`src/rtl/svga_timing_gen.sv`:
```
// SVGA raster timing source: pixel coordinates out to the renderer, colour
// registered back onto the VGA pins with matching sync and blanking.
module svga_timing_gen #(
    parameter int H_ACTIVE    = 800,
    parameter int H_FP        = 24,
    parameter int H_SYNC      = 72,
    parameter int H_BP        = 128,
    parameter int V_ACTIVE    = 600,
    parameter int V_FP        = 1,
    parameter int V_SYNC      = 2,
    parameter int V_BP        = 22,
    parameter int H_POL       = 1,
    parameter int V_POL       = 1,
    parameter int RGB_LATENCY = 0
) (
    input  logic        pixel_clk,
    input  logic        rst_n,
    input  logic [3:0]  red_in,
    input  logic [3:0]  green_in,
    input  logic [3:0]  blue_in,
    output logic [10:0] h_coord,
    output logic [9:0]  v_coord,
    output logic        display_on,
    output logic        end_of_line,
    output logic        end_of_frame,
    output logic [15:0] frame_count,
    output logic        vga_hs,
    output logic        vga_vs,
    output logic [3:0]  vga_r,
    output logic [3:0]  vga_g,
    output logic [3:0]  vga_b
);

    localparam int H_TOTAL = H_ACTIVE + H_FP + H_SYNC + H_BP;
    localparam int V_TOTAL = V_ACTIVE + V_FP + V_SYNC + V_BP;

    localparam logic [10:0] H_LAST   = 11'(H_TOTAL - 1);
    localparam logic [10:0] H_VIS    = 11'(H_ACTIVE);
    localparam logic [10:0] HS_START = 11'(H_ACTIVE + H_FP);
    localparam logic [10:0] HS_END   = 11'(H_ACTIVE + H_FP + H_SYNC);
    localparam logic [9:0]  V_LAST   = 10'(V_TOTAL - 1);
    localparam logic [9:0]  V_VIS    = 10'(V_ACTIVE);
    localparam logic [9:0]  VS_START = 10'(V_ACTIVE + V_FP);
    localparam logic [9:0]  VS_END   = 10'(V_ACTIVE + V_FP + V_SYNC);
    localparam logic        HS_ON    = 1'(H_POL);
    localparam logic        VS_ON    = 1'(V_POL);

    logic [10:0] h_cnt;
    logic [9:0]  v_cnt;
    logic        hs_raw;
    logic        vs_raw;
    logic [2:0]  raw_bus;
    logic [2:0]  dly_bus;

    assign h_coord      = h_cnt;
    assign v_coord      = v_cnt;
    assign display_on   = (h_cnt < H_VIS) && (v_cnt < V_VIS);
    assign end_of_line  = (h_cnt == H_LAST);
    assign end_of_frame = end_of_line && (v_cnt == V_LAST);
    assign hs_raw       = (h_cnt >= HS_START) && (h_cnt < HS_END);
    assign vs_raw       = (v_cnt >= VS_START) && (v_cnt < VS_END);
    assign raw_bus      = {hs_raw, vs_raw, display_on};

    always_ff @(posedge pixel_clk or negedge rst_n) begin
        if (!rst_n) begin
            h_cnt       <= '0;
            v_cnt       <= '0;
            frame_count <= '0;
        end else begin
            if (end_of_line) begin
                h_cnt <= '0;
                if (v_cnt == V_LAST)
                    v_cnt <= '0;
                else
                    v_cnt <= v_cnt + 10'd1;
            end else begin
                h_cnt <= h_cnt + 11'd1;
            end
            if (end_of_frame)
                frame_count <= frame_count + 16'd1;
        end
    end

    // Sync and display-enable follow the renderer's colour pipeline so that
    // sync, blanking and colour stay mutually aligned at the pins.
    generate
        if (RGB_LATENCY == 0) begin : g_no_dly
            assign dly_bus = raw_bus;
        end else begin : g_dly
            logic [2:0] stage_q [RGB_LATENCY];

            always_ff @(posedge pixel_clk or negedge rst_n) begin
                if (!rst_n) begin
                    for (int i = 0; i < RGB_LATENCY; i++)
                        stage_q[i] <= '0;
                end else begin
                    stage_q[0] <= raw_bus;
                    for (int i = 1; i < RGB_LATENCY; i++)
                        stage_q[i] <= stage_q[i-1];
                end
            end

            assign dly_bus = stage_q[RGB_LATENCY-1];
        end
    endgenerate

    always_ff @(posedge pixel_clk or negedge rst_n) begin
        if (!rst_n) begin
            vga_hs <= !HS_ON;
            vga_vs <= !VS_ON;
            vga_r  <= '0;
            vga_g  <= '0;
            vga_b  <= '0;
        end else begin
            vga_hs <= dly_bus[2] ? HS_ON : !HS_ON;
            vga_vs <= dly_bus[1] ? VS_ON : !VS_ON;
            vga_r  <= dly_bus[0] ? red_in   : 4'h0;
            vga_g  <= dly_bus[0] ? green_in : 4'h0;
            vga_b  <= dly_bus[0] ? blue_in  : 4'h0;
        end
    end

endmodule
```
`config.mk`:
```
export PLATFORM = sky130hd
export DESIGN_NAME = svga_timing_gen
export DESIGN_NICKNAME = d
export VERILOG_FILES = /design/src/rtl/svga_timing_gen.sv
export SDC_FILE = /design/constraint.sdc
export NUM_CORES = 1
export LEC_CHECK = 0
export BUFFER_PORTS_ARGS = -buffer_cell sky130_fd_sc_hd__buf_2
export CAP_MARGIN = 10
export CORE_ASPECT_RATIO = 1.25
export CORE_MARGIN = 2
export CORE_UTILIZATION = 25
export CTS_BUF_LIST = sky130_fd_sc_hd__clkbuf_8 sky130_fd_sc_hd__clkbuf_16
export CTS_CLUSTER_SIZE = 40
export DETAILED_ROUTE_END_ITERATION = 7
export GPL_TIMING_DRIVEN = 0
export PLACE_DENSITY = 0.44
export SLEW_MARGIN = 20
export SYNTH_ARGS = -nofsm -noshare
export SYNTH_HDL_FRONTEND = slang
export SYNTH_SLANG_ARGS = --single-unit
```
`constraint.sdc`:
```
create_clock -name pixel_clk -period 3.1 [get_ports pixel_clk]
set_input_delay 0.31 -clock pixel_clk [delete_from_list [all_inputs] [get_ports pixel_clk]]
set_output_delay 0.31 -clock pixel_clk [all_outputs]
set_load 0.005 [all_outputs]
```
==> summary.txt <==
Lkg Pwr -> 1.47 nW
Avg Vias per Cell -> 4.31
Antenna violations before repair -> 0
Synth warn -> 0
Syn Area/Cell -> 10.8 µm²
Maximum fanout along the worst path -> 9
Post-synth top area share -> 56.5%
RSZ-0062 raised after global routing -> no
Clk buf depth -> 2
Antenna cells -> 0
Post-Syn Area -> 0.00226 mm²
Final Max Slew Viols -> 0
RePlAce Congestion -> 0.761
Critical path buffers and inverters -> 4
GRT Util Overall -> 11.4%
CTS tree -> yes
Synth-to-Final Area Change -> 25.5%
Critical Path Start Type -> flip-flop
Min cycle time layout -> 2850 ps
Distinct cells, synth -> 35
Die width -> 89.0 µm
Clk root buf -> clkbuf_8
Routed Antenna Nets -> 0
Largest net degree at the start of global routing -> 52
Rel. slew slack -> 55.5%
Maxcap violations -> 0
Clock sink count -> 51
Setup Skew -> 4.70 ps
IO buf count -> 67
Yosys reg bits -> 51
Vias -> 1743
Power Dens Cells -> 381 mW/mm²
Cell area after layout -> 0.00284 mm²
DP Area -> 0.00275 mm²
Die Height -> 110 µm
TNS Setup -> 0 ps
Hold Buf Count CTS -> 0
Fin nets -> 303
Reg clk slew, reported paths -> 90 ps
Postcts setup bufs -> 0
WS Path Type -> flip-flop to output pin
Die ar. -> 0.00982 mm²
Placed cell count -> 396
First-pass GRT wire length -> 8.75 mm
H-Tree Depth -> 2
FMAX -> 351 MHz
Share of layout cells above drive strength 1 -> 30.6%
Synth area leaders -> dfrtp_1 (56%), xor2_1 (5.4%), xnor2_1 (4.3%)
Critical Path RT -> 2790 ps
Hold Crit Class -> input pin to async pin
Worst Tran Pin Value -> 668 ps
CTS buffer count -> 5
CP max stage cell -> or4_4
Status -> finished clean
Grt ovf -> 0
Core area -> 0.00875 mm²
Mapped Nets -> 229
Mapped Cells -> 209
Final Hold Fails -> 0
Largest delay share family, worst path -> simple AND/OR/NAND/NOR gates
Post-synth top area cell -> dfrtp_1
Cells along the critical path -> ha_1 > nand3_1 > or4_4 > buf_6 > inv_1 > nand2_1 > inv_1 > buf_2
Vias in the first global route -> 1734
Iteration-0 DRC Markers -> 82
Routed WL -> 5.18 mm
Drt drc -> 0
DR WL/cell -> 12.8 µm
Cell mode on critical path -> inv_1
Initial core utilization -> 25.8%
# IOs -> 68
Setup Viol. Count Final -> 0
Period utilisation layout -> 91.9%
Peak VDD IR -> 0.150 mV
First drt pass iteration count -> 4
Slowest Stage Delay on Critical Path -> 430 ps
CP endpoint kind -> output pin
Clock network latency to the later pin of the worst-skew pair -> 300 ps
Std cell rows -> 38
CP arrival -> 2540 ps
Sequential share of the synthesized area -> 56.5%
DP HPWL -> 3.71 mm
Non-filler cells, final -> 404
## synth_stat cells (all sizes together)
master / n
dfrtp: 51
mux2: 1
o31a: 1
clkbuf: 3
a211oi: 1
xnor2: 11
o21ai: 13
or3: 1
nor2b: 2
nand3b: 1
o31ai: 1
nor4: 6
and4: 1
inv: 8
nand4b: 1
nand3: 10
a31oi: 1
nor3: 4
xor2: 14
ha: 6
a21oi: 2
nand4: 5
and3: 6
nor2: 18
nand2: 23
buf: 3
and2: 13
or4: 2
## state kept, by name, indices dropped and copies added (netlist names)
register	flops
frame_count	16
h_coord	11
v_coord	10
vga_b	4
vga_g	4
vga_hs	1
vga_r	4
vga_vs	1
## per-layer routing
layer	vias to the layer above	GRT usage (%)	part of all wire, %
met3	5	3.43	6.8
li1	846	-	-
met1	838	14.9	46
met5	-	0	0
met2	54	18.5	47
met4	0	2.88	0.81
## cells by family (layout without fill, tap and decap cells)
| family | count (synthesis) | count (layout) | share of synthesized area, % |
|---|---|---|---|
| adder cells (fa/ha/maj) | 6 | 6 | 3.32 |
| AO/OA/AOI/OAI | 19 | 19 | 4.71 |
| flip-flops | 51 | 51 | 56.5 |
| buffers and inverters | 14 | 89 | 3.05 |
| XOR/XNOR | 25 | 25 | 9.69 |
| multiplexers | 1 | 1 | 0.498 |
| AND/OR/NAND/NOR | 93 | 93 | 22.3 |
## power by group
group	total, mW	internal [mW]	switching [mW]
combinational	0.0347	0.0148	0.0199
clock	0.371	0.153	0.218
sequential	0.674	0.672	0.00183
## stage by stage
step	setup WS, ps	power (mW)	util, %	hold slack (ps)
2_1_floorplan	819	0.694	-	14.4
3_3_place_gp	257	0.725	31.4	458
3_5_place_dp	291	0.725	31.4	407
4_1_cts	208	1.11	32.4	68.1
5_1_grt	24.1	1.14	32.4	91.3
6_report	251	1.08	32.4	19.5
## cells in the final DEF, fill, tap and decap left out, types with 2 or more instances in the layout
| master | synthesis | layout |
|---|---|---|
| nor2_1 | 17 | 17 |
| ha_1 | 6 | 6 |
| xor2_1 | 14 | 14 |
| a21oi_1 | 2 | 2 |
| nand2_1 | 23 | 23 |
| o21ai_0 | 13 | 13 |
| buf_2 | 1 | 67 |
| nor3_1 | 3 | 3 |
| inv_1 | 8 | 10 |
| and3_1 | 5 | 5 |
| and2_1 | 12 | 12 |
| dfrtp_1 | 51 | 51 |
| nor4_1 | 6 | 5 |
| buf_6 | 2 | 2 |
| clkbuf_8 | 0 | 5 |
| or4_4 | 2 | 2 |
| clkbuf_1 | 3 | 3 |
| nand3_1 | 10 | 10 |
| nand4_1 | 4 | 4 |
| xnor2_1 | 11 | 11 |
## area by class of cell
| class | instances | area (µm²) |
|---|---|---|
| Inverter | 8 | 30.0 |
| Tap cell | 120 | 150 |
| Fill cell | 972 | 5910 |
| Sequential cell | 51 | 1280 |
| Clock inverter | 3 | 12.5 |
| Clock buffer | 5 | 68.8 |
| Timing Repair Buffer | 67 | 338 |
| Buffer | 6 | 38.8 |
| Multi-Input combinational cell | 144 | 921 |
## path summary, 6_finish.rpt
kind                                  from         endpoint  slack [ps]  cells after the start
setup reg to reg                h_coord[0]  frame_count[15]         590                      8
hold / removal                       rst_n       v_coord[2]          20                      1
min in group pixel_clk           red_in[3]         vga_r[3]         210                      2
hold reg to reg            frame_count[15]  frame_count[15]         470                      1
max in group asynchronous            rst_n       h_coord[7]        2610                      1
setup / recovery                h_coord[0]     end_of_frame         250                      8
## repair_timing
action,CTS,global route
endpoints found under the setup margin,1,0
resized for setup,1,0
hold endpoints to repair,0,0
No activity file was read; power rests on OpenSTA's default activity.
